## src/rtl/mem_bus_arbiter.sv

```systemverilog
// mem_bus_arbiter
// Two-master round-robin arbiter for the native SoC memory bus. One whole
// transaction is granted at a time; the granted master's request is passed
// straight through to the slave fabric, and a watchdog forces completion of
// transactions that no slave ever answers.
module mem_bus_arbiter #(
  parameter logic [15:0] TIMEOUT_CYCLES = 16'd1024,
  parameter logic [31:0] TIMEOUT_RDATA  = 32'hFFFF_FFFF
) (
  input  logic        clk,
  input  logic        rst,
  input  logic        m0_valid,
  input  logic [31:0] m0_addr,
  input  logic [31:0] m0_wdata,
  input  logic [3:0]  m0_wstrb,
  output logic        m0_ready,
  output logic [31:0] m0_rdata,
  input  logic        m1_valid,
  input  logic [31:0] m1_addr,
  input  logic [31:0] m1_wdata,
  input  logic [3:0]  m1_wstrb,
  output logic        m1_ready,
  output logic [31:0] m1_rdata,
  output logic        s_valid,
  output logic [31:0] s_addr,
  output logic [31:0] s_wdata,
  output logic [3:0]  s_wstrb,
  input  logic        s_ready,
  input  logic [31:0] s_rdata,
  output logic        owner,
  output logic        busy,
  output logic        timeout,
  output logic [31:0] err_addr,
  output logic [7:0]  err_count
);

  typedef enum logic {IDLE = 1'b0, BUSY = 1'b1} state_t;

  state_t      state_reg, state_next;
  logic        owner_reg, owner_next;
  logic        last_reg, last_next;
  logic [15:0] cnt_reg;
  logic [31:0] err_addr_reg;
  logic [7:0]  err_count_reg;

  logic        own_valid;
  logic [31:0] own_addr;
  logic [31:0] own_wdata;
  logic [3:0]  own_wstrb;
  logic        force_done;
  logic        done;
  logic [31:0] done_rdata;

  // Select the current owner's request signals.
  always_comb begin
    own_valid = owner_reg ? m1_valid : m0_valid;
    own_addr  = owner_reg ? m1_addr  : m0_addr;
    own_wdata = owner_reg ? m1_wdata : m0_wdata;
    own_wstrb = owner_reg ? m1_wstrb : m0_wstrb;
  end

  // Bus pass-through, completion and forced-completion outputs.
  always_comb begin
    busy       = (state_reg == BUSY);
    // The watchdog fires only when enabled; s_valid is withdrawn that cycle
    // so a late slave ready cannot race the forced completion.
    force_done = busy && (TIMEOUT_CYCLES != 16'd0) && (cnt_reg == TIMEOUT_CYCLES);
    s_valid    = busy && own_valid && !force_done;
    s_addr     = busy ? own_addr  : 32'd0;
    s_wdata    = busy ? own_wdata : 32'd0;
    s_wstrb    = busy ? own_wstrb : 4'd0;
    done       = (s_valid && s_ready) || force_done;
    done_rdata = force_done ? TIMEOUT_RDATA : s_rdata;
    m0_ready   = done && !owner_reg;
    m1_ready   = done && owner_reg;
    m0_rdata   = m0_ready ? done_rdata : 32'd0;
    m1_rdata   = m1_ready ? done_rdata : 32'd0;
    timeout    = force_done;
    owner      = owner_reg;
    err_addr   = err_addr_reg;
    err_count  = err_count_reg;
  end

  // Next-state: round-robin grant in IDLE, completion or abort in BUSY.
  always_comb begin
    state_next = state_reg;
    owner_next = owner_reg;
    last_next  = last_reg;
    case (state_reg)
      IDLE: begin
        if (m0_valid && m1_valid) begin
          // Tie goes to whichever master was not served last.
          owner_next = ~last_reg;
          state_next = BUSY;
        end else if (m0_valid) begin
          owner_next = 1'b0;
          state_next = BUSY;
        end else if (m1_valid) begin
          owner_next = 1'b1;
          state_next = BUSY;
        end
      end
      BUSY: begin
        if (done) begin
          last_next  = owner_reg;
          state_next = IDLE;
        end else if (!own_valid) begin
          // Owner withdrew its request: drop the grant without a ready.
          state_next = IDLE;
        end
      end
      default: state_next = IDLE;
    endcase
  end

  // State, grant bookkeeping and the watchdog counter.
  always_ff @(posedge clk or posedge rst) begin
    if (rst) begin
      state_reg <= IDLE;
      owner_reg <= 1'b0;
      last_reg  <= 1'b1;
      cnt_reg   <= 16'd0;
    end else begin
      state_reg <= state_next;
      owner_reg <= owner_next;
      last_reg  <= last_next;
      // Held at zero while idle, so every grant starts counting from zero.
      if (state_reg == IDLE) begin
        cnt_reg <= 16'd0;
      end else if (!done) begin
        cnt_reg <= cnt_reg + 16'd1;
      end
    end
  end

  // Error capture for forced completions; the count saturates.
  always_ff @(posedge clk or posedge rst) begin
    if (rst) begin
      err_addr_reg  <= 32'd0;
      err_count_reg <= 8'd0;
    end else if (force_done) begin
      err_addr_reg <= own_addr;
      if (err_count_reg != 8'hFF) begin
        err_count_reg <= err_count_reg + 8'd1;
      end
    end
  end

endmodule

```

## config.mk

```make
export PLATFORM = sky130hd
export DESIGN_NAME = mem_bus_arbiter
export DESIGN_NICKNAME = d
export VERILOG_FILES = /design/src/rtl/mem_bus_arbiter.sv
export SDC_FILE = /design/constraint.sdc
export NUM_CORES = 1
export LEC_CHECK = 0
export BUFFER_PORTS_ARGS = -buffer_cell sky130_fd_sc_hd__buf_4
export CAP_MARGIN = 20
export CORE_AREA = 5 5 132 134
export CTS_BUF_LIST = sky130_fd_sc_hd__clkbuf_4 sky130_fd_sc_hd__clkbuf_8 sky130_fd_sc_hd__clkbuf_16
export DETAILED_ROUTE_END_ITERATION = 6
export DIE_AREA = 0 0 137 139
export PLACE_DENSITY = 0.61
export SYNTH_ARGS = -nofsm -noshare
export SYNTH_HDL_FRONTEND = slang
export SYNTH_SLANG_ARGS = --single-unit
```

## constraint.sdc

```tcl
create_clock -name clk -period 2.6 [get_ports clk]
set_input_delay 0.26 -clock clk [delete_from_list [all_inputs] [get_ports clk]]
set_output_delay 0.26 -clock clk [all_outputs]
set_load 0.01 [all_outputs]
```

# --- After elaboration in Yosys (flattened, before gate mapping) ---
# Cells that the tools add are included.
totals:
  output_inout_bits: 178
  regBits: 59
classes:
  add_sub_neg: 2
  n_mux: 21
  eq_ne: 3
  bitwise_logic: 2
  reduce_logical: 14
ops:
  columns: ["cell", "n"]
  rows:
  - ["32-bit 2-to-1 mux", 7]
  - ["16-bit 2-to-1 mux", 2]
  - ["16-bit by 1-bit adder with 16-bit output, second input constant", 1]
  - ["16-bit by 11-bit == test with 1-bit output, second input constant", 1]
  - ["1-bit 2-to-1 mux", 9]
  - ["8-bit by 1-bit adder with 8-bit output, second input constant", 1]
  - ["4-bit 2-to-1 mux", 2]
  - ["8-bit inequality test, second input constant", 1]
  - ["1-bit logical AND", 7]
  - ["2-bit AND reduction", 3]
  - ["3-bit nonzero test", 1]
  - ["1-bit logical NOT", 2]
  - ["2-bit inequality test, second input constant", 1]
  - ["1-bit NOT", 2]
  - ["1-bit case mux with 2 select lines", 1]
  - ["1-bit logical OR", 1]

# --- Logic depth before layout (Yosys ltp) ---
# Gate-level depths: netlist of run 1.
depth:
  depth_word: 8
  ltp_mapped: 8
  depth_no_buf: 7

# --- Least setup slack after synthesis of run 1 ---
# No wires, ideal clock.
synth_timing:
  kind: "register -> output"
  from: "register cnt_reg[0]"
  to: "output port m1_rdata[10]"
  stages_incl_launch_ff: 9
  setup_slack_ns: 0.657
  path_buffers: 2
  arrival_ns: 1.683
  path_cell_list: "dfrtp_1 -> inv_1 -> ha_1 -> nor4bb_1 -> and4_1 -> buf_2 -> o21ai_1 -> buf_2 -> nor2_1"
synth_between:
  elab_chain_cells: 8
synth_lines:
  columns: ["item", "line_no", "rtl"]
  rows:
  - ["start, declared", "42", "logic [15:0] cnt_reg;"]
  - ["start signal, assigned", "131", "cnt_reg <= cnt_reg + 16'd1;"]
  - ["16-bit by 11-bit == test with 1-bit output (*)", "67", "force_done = busy && (TIMEOUT_CYCLES != 16'd0) && (cnt_reg == TIMEOUT_CYCLES);"]
  - ["1-bit logical AND (*)", "67", null]
  - ["1-bit logical NOT", "68", "s_valid = busy && own_valid && !force_done;"]
  - ["1-bit logical AND", "68", null]
  - ["1-bit logical AND", "72", "done = (s_valid && s_ready) || force_done;"]
  - ["1-bit logical OR", "72", null]
  - ["1-bit logical AND", "75", "m1_ready = done && owner_reg;"]
  - ["32-bit 2-to-1 mux (*)", "77", "m1_rdata = m1_ready ? done_rdata : 32'd0;"]
  - ["end, declared", "23", "output logic [31:0] m1_rdata,"]
# Every way passes the cells marked *; elsewhere a longest branch is shown, timed or not.

# --- Worst setup path after layout of run 1 ---
layout_timing:
  from: "register cnt_reg[0]"
  to: "output port m1_rdata[14]"
# Same word-level chain as after synthesis.

==> run_results.csv, run 1 <==
group,metric,value,unit
critical_path,r2r_start,"cnt_reg[0]",
outcome,status,"finished clean",
yosys,post_synth_num_cell_types,47,
placement,dp_hpwl,13.6,mm
critical_path,path_class,"reg -> out",
critical_path,cp_max_fo,33,
grt,grt_antenna_before_repair,0,
critical_path,worstSetupEndpointType,"output port",
timing,slew_headroom,0.545,
routing,first_pass_iters,4,
cts,cts.sink_count,59,
yosys,synth_ff_type,"dfrtp_1",
worst_hold_path,hold_class,"in -> async",
flow_run,drv_cap,0,
critical_path,crit_family,"simple AND/OR/NAND/NOR gates",
grt,grt_pass1_vias,4760,
timing,slew_viol_final,0,
final_layout,nets,1029,
placement,place_congestion,0.864,
power_and_ir_drop,ir_drop,496,µV
final_layout,antennaDiodeCount,0,
yosys,synth_nets,696,
cts,clock_latency,0.33,ns
final_layout,fin_area,0.00730,mm²
yosys,avgSynthCellArea,7.83,µm²
critical_path,r2r_end,"err_count[1]",
cts,post_cts_buffers,0,
grt,grt_max_degree,77,
routing,via_per_inst,4.49,
routing,routed_wl,17.0,mm
timing,hold_viol_final,0,
final_layout,fillCellCount,1669,
grt,grt.overflow.total,0,
critical_path,crit_path_top_delay_cell,"dfrtp_1",
timing,fin_crit_sh,0.939,
yosys,synth.top_cell.area_share,0.356,
critical_path,cpMostUsedCell,"buf_4",
placement,place_area,0.00695,mm²
power_and_ir_drop,leakage,0.00394,µW
timing,period_needed,2.44,ns
die,die_area,0.0190,mm²
yosys,netlist_top_cells_count,"170 x nor2_1, 75 x mux2i_1, 58 x dfrtp_1",
cts,root_buffer,"clkbuf_16",
cts,clockBufferDepth,2,
routing,vias,4841,
critical_path,arrival,2.18,ns
critical_path,slowest_delay,0.40,ns
final_layout,area_delta_synth_final,79.1,%
critical_path,critPathRequiredTime,2.34,ns
critical_path,crit_chain,"inv_1, ha_1, nor4bb_2, and4_1, o21ai_2, buf_4, nor2_1, buf_4",
cts,clk_pin_slew,0.06,ns
yosys,synth_area_leaders,"dfrtp_1 36%, mux2i_1 18%, nor2_1 16%",
routing,drc,0,
timing,setup-tns-final,0,ns
timing,tightest_slew,0.682,ns
yosys,synth_edf_count,0,
cts,cts_buffers,9,
power_and_ir_drop,p_per_area,677,mW/mm²
yosys,synth_seq_area_share,0.363,
critical_path,start_kind,"flip-flop",
die,die_w,137,µm
yosys,yosys_warnings,0,
final_layout,largest_reg_flops,32,
yosys,async_reset_ff_frac,1.00,
yosys,netlist_area,0.00407,mm²
routing,wl_per_cell,15.7,µm
critical_path,r2r_setup_slack,0.51,ns
die,core-area,0.0162,mm²
yosys,ys_seq_elements,59,
grt,grt_pass1_wl,25.7,mm
timing,setup_violations,0,
routing,ant_nets,0,
yosys,synth_area_leader_cell,"dfrtp_1",
cts,cts_max_level,3,
routing,drt_iter0_drc,251,
die,io_pins,351,
timing,fin_skew,0.00733,ns
timing,fmax,410,MHz
placement,port_buffers,350,
yosys,syn-instance-count,520,
critical_path,crit_buf_inv,3,
grt,grtUsageTotal,0.170,
final_layout,drive_gt1_frac,0.457,
cts,holdBufCountCts,0,
die,die_h,139,µm
timing,rsz0062_at_grt,"false",
die,rows,47,
die,initial_utilization,0.252,
cts,cts_tree,"done",
yosys,synth.most_common_cell,"nor2_1",
critical_path,reg2reg_depth,7,
## worst reg2reg max path, delay by kind of cell (launching register included)
| kind | cells | cell delay [ns] |
|---|---|---|
| flip-flops | 1 | 0.40 |
| buffers and inverters | 2 | 0.35 |
| multiplexers | 1 | 0.35 |
| adder cells (fa/ha/maj) | 1 | 0.17 |
| AND/OR/NAND/NOR | 3 | 0.71 |
## worst max-delay path by stage
stage / cells past startpoint / start / slack [ns] / to
after floorplan: 8 / cnt_reg[0] / 0.66 / m1_rdata[10]
after global placement: 8 / cnt_reg[0] / 0.48 / m1_rdata[14]
after detailed placement: 8 / cnt_reg[0] / 0.45 / m0_rdata[12]
after CTS: 8 / cnt_reg[0] / 0.09 / m0_rdata[12]
after global routing: 8 / cnt_reg[0] / 0.002 / m0_rdata[31]
final: 8 / cnt_reg[0] / 0.16 / m1_rdata[14]
## cell type report
class	count	area, µm²	share of cell area
Sequential cell	59	1480	0.203
Clock inverter	4	72.6	0.00994
Timing Repair Buffer	362	2770	0.379
Multi-Input combinational cell	415	2420	0.331
Inverter	6	22.5	0.00309
Tap cell	220	275	0.0377
Clock buffer	12	260	0.0357
## layer usage
layer,global-route usage,vias to the layer above,share of wire
met2,0.289,202,0.51
met1,0.208,2187,0.39
li1,-,2424,-
met3,0.0403,28,0.073
met4,0.0578,0,0.024
met5,0,-,0
## timing repair
action | 4_1_cts | 5_1_grt
endpoints found under the setup margin | 0 | 50
gates resized for setup | 0 | 3
hold endpoints to repair | 0 | 0
## cell families after synthesis
kind of cell             after synthesis  share of synthesized area
AO/OA/AOI/OAI                         55                     0.0789
AND/OR/NAND/NOR                      271                      0.291
multiplexers                          78                      0.193
adder cells (fa/ha/maj)                3                    0.00921
buffers and inverters                 46                     0.0479
flip-flops                            59                      0.363
XOR/XNOR                               8                     0.0172
## power by group
group          internal [µW]  total [µW]  switching [µW]
Clock                    899        1300             405
Sequential              1020        1090            71.1
Combinational           1250        2550            1290
## layout by cell type (no fill, tap or decap), types with 2 or more instances in the layout
master       n
a21o_1       2
a21oi_1      3
a22o_1       2
and4_1       3
buf_12       4
buf_4      358
bufinv_16    2
clkbuf_16    9
clkbuf_8     2
dfrtp_1     57
ha_1         3
inv_1        4
inv_2        2
mux2_2       2
mux2i_1     75
nand2_1     47
nand2b_1     6
nand3_1      9
nand4_1      6
nor2_1     170
nor3_1       6
nor4_1       2
nor4_2       2
nor4b_1      6
o21ai_0     37
o31ai_1      3
or3_1        2
or4_1        2
xor2_1       8
## metrics by stage
stage | utilization | setup WS [ns] | hold slack, ns | power [µW] | instances
5_1_grt | 0.451 | 0.00211 | 0.0965 | 5250 | 1078
3_5_place_dp | 0.430 | 0.455 | 0.421 | 3680 | 1062
6_report | 0.451 | 0.158 | 0.0387 | 4940 | 1078
4_1_cts | 0.450 | 0.0943 | 0.0665 | 5020 | 1078
2_1_floorplan | - | 0.657 | 0.376 | 2460 | 520
3_3_place_gp | 0.430 | 0.485 | 0.418 | 3670 | 1062
Power figures use the tool's default switching activity.
==> run 2, diff against run 1 <==
==> constraint.sdc (replaced) <==
create_clock -name clk -period 2.8 [get_ports clk]
set_input_delay 0.28 -clock clk [delete_from_list [all_inputs] [get_ports clk]]
set_output_delay 0.28 -clock clk [all_outputs]
set_load 0.005 [all_outputs]
==> run 2 against run 1 <==
Net effect:
- total power fell by 8.5%
- clock skew barely moved
- first-iteration DRC count fell by 31%
- global-route usage rose by 0.24 points
- sequential power fell by 7%
- register-to-register slack improved by 0.19 ns
- cell area barely moved
- flip-flop and latch count did not move
- non-clock buffer count fell by 1
- via count barely moved
- critical endpoint is now m1_rdata[30]
==> run_results.csv, run 2 (synthesis gave the netlist of run 1 again) <==
group,metric,value,unit
final_layout,fin_area,0.00730,mm²
routing,ant_nets,0,
cts,clock_latency,0.33,ns
timing,slew_headroom,0.480,
power_and_ir_drop,p_total,4520,µW
critical_path,crit_chain,"inv_1, ha_1, nor4bb_2, and4_2, o21ai_2, buf_4, nor2_1, buf_4",
critical_path,path_class,"reg -> out",
cts,cts_max_level,3,
timing,tightest_slew,0.780,ns
cts,cts.sink_count,59,
power_and_ir_drop,seq_power_share,0.224,
cts,cts_buffers,9,
critical_path,start_kind,"flip-flop",
power_and_ir_drop,leakage,0.00395,µW
power_and_ir_drop,p_comb_frac,0.483,
routing,drc,0,
final_layout,largest_reg_flops,32,
outcome,status,"finished clean",
final_layout,nets,1028,
grt,grt_max_degree,74,
routing,first_pass_iters,4,
cts,cts_tree,"done",
grt,grt_pass1_vias,4868,
cts,post_cts_resized,0,
routing,drt_iter0_drc,172,
timing,hold_slack,0.171,ns
power_and_ir_drop,swShare,0.328,
final_layout,antennaDiodeCount,0,
critical_path,critPathRequiredTime,2.52,ns
critical_path,cpMostUsedCell,"buf_4",
die,initial_utilization,0.252,
die,io_pins,351,
grt,grtUsageTotal,0.172,
timing,rsz0062_at_grt,"false",
final_layout,final_cell_mix,"358 x buf_4, 170 x nor2_1, 75 x mux2i_1",
critical_path,crit_path_top_delay_cell,"dfrtp_1",
timing,setup-tns-final,0,ns
timing,fmax,392,MHz
power_and_ir_drop,p_switching,1480,µW
critical_path,cp_max_fo,31,
power_and_ir_drop,intPower,3040,µW
final_layout,area_delta_synth_final,79.2,%
grt,grt_pass1_wl,26.1,mm
worst_hold_path,hold_class,"in -> async",
critical_path,arrival,2.27,ns
cts,clockBufferDepth,2,
die,die_area,0.0190,mm²
routing,wl_per_cell,15.9,µm
timing,fin_crit_sh,0.911,
timing,hold_viol_final,0,
cts,post_cts_buffers,0,
die,die_h,139,µm
timing,setup_violations,0,
cts,root_buffer,"clkbuf_16",
die,rows,47,
power_and_ir_drop,ir_drop,375,µV
final_layout,drive_gt1_frac,0.455,
routing,routed_wl,17.1,mm
grt,grt_antenna_before_repair,0,
placement,place_area,0.00693,mm²
critical_path,slowest_delay,0.40,ns
critical_path,worstSetupEndpointType,"output port",
routing,via_per_inst,4.50,
final_layout,layout_commonest_cell,"buf_4",
critical_path,crit_buf_inv,3,
timing,fin_skew,0.00753,ns
placement,dp_hpwl,13.7,mm
die,core-area,0.0162,mm²
placement,place_congestion,0.909,
flow_run,drv_cap,0,
timing,period_needed,2.55,ns
timing,slew_viol_final,0,
routing,vias,4845,
cts,holdBufCountCts,0,
power_and_ir_drop,p_clk_frac,0.293,
die,die_w,137,µm
placement,port_buffers,350,
grt,grt.overflow.total,0,
critical_path,crit_family,"simple AND/OR/NAND/NOR gates",
power_and_ir_drop,p_per_area,619,mW/mm²
cts,clk_pin_slew,0.05,ns
run 2: cell count changes in the layout (fill, tap and decap cells not counted), sizes merged:
cell,before,now
bufinv,2,3
buf,362,361
clkinvlp,1,0
run 2: power groups by stage:
stage	registers [µW]	clock network, µW	logic, µW
2_1_floorplan	1010	0	1110
3_3_place_gp	1020	0	2210
3_5_place_dp	1030	0	2210
4_1_cts	1010	1350	2220
5_1_grt	1020	1400	2380
6_report	1010	1320	2180
run 2: layer usage:
metal / part of all wire / vias up / GRT usage
li1: - / 2427 / -
met1: 0.40 / 2212 / 0.207
met2: 0.51 / 180 / 0.294
met3: 0.072 / 26 / 0.0457
met4: 0.022 / 0 / 0.0620
met5: 0 / - / 0
run 2: final timing paths:
path / from / endpoint / slack (ns) / depth (start not counted)
setup / recovery: cnt_reg[0] / m1_rdata[30] / 0.25 / 8
hold reg to reg: err_addr[18] / err_addr[18] / 0.47 / 2
min in group clk: s_ready / busy / 0.19 / 2
hold / removal: rst / err_addr[25] / 0.17 / 3
max in group asynchronous: rst / owner / 2.02 / 3
setup reg to reg: cnt_reg[0] / err_count[1] / 0.70 / 7
run 2: metrics by stage:
step / cells / util / setup slack (ns)
floorplan: 520 / - / 0.899
global placement: 1061 / 0.429 / 0.631
detailed placement: 1061 / 0.429 / 0.516
CTS: 1077 / 0.451 / 0.141
global route: 1077 / 0.451 / 0.0313
finish: 1077 / 0.451 / 0.249
run 2: tightest hold or removal path: stages:
cell and delay, ns:
buf_4 0.11, inv_2 0.03, buf_4 0.59
run 2: area by class of cell:
cell class,count,area [µm²]
clock buffer,12,267
clock inverter,4,95.1
multi-input combinational,415,2410
inverter,6,22.5
fill,1661,8870
sequential,59,1480
tap,220,275
timing repair buffer,361,2750
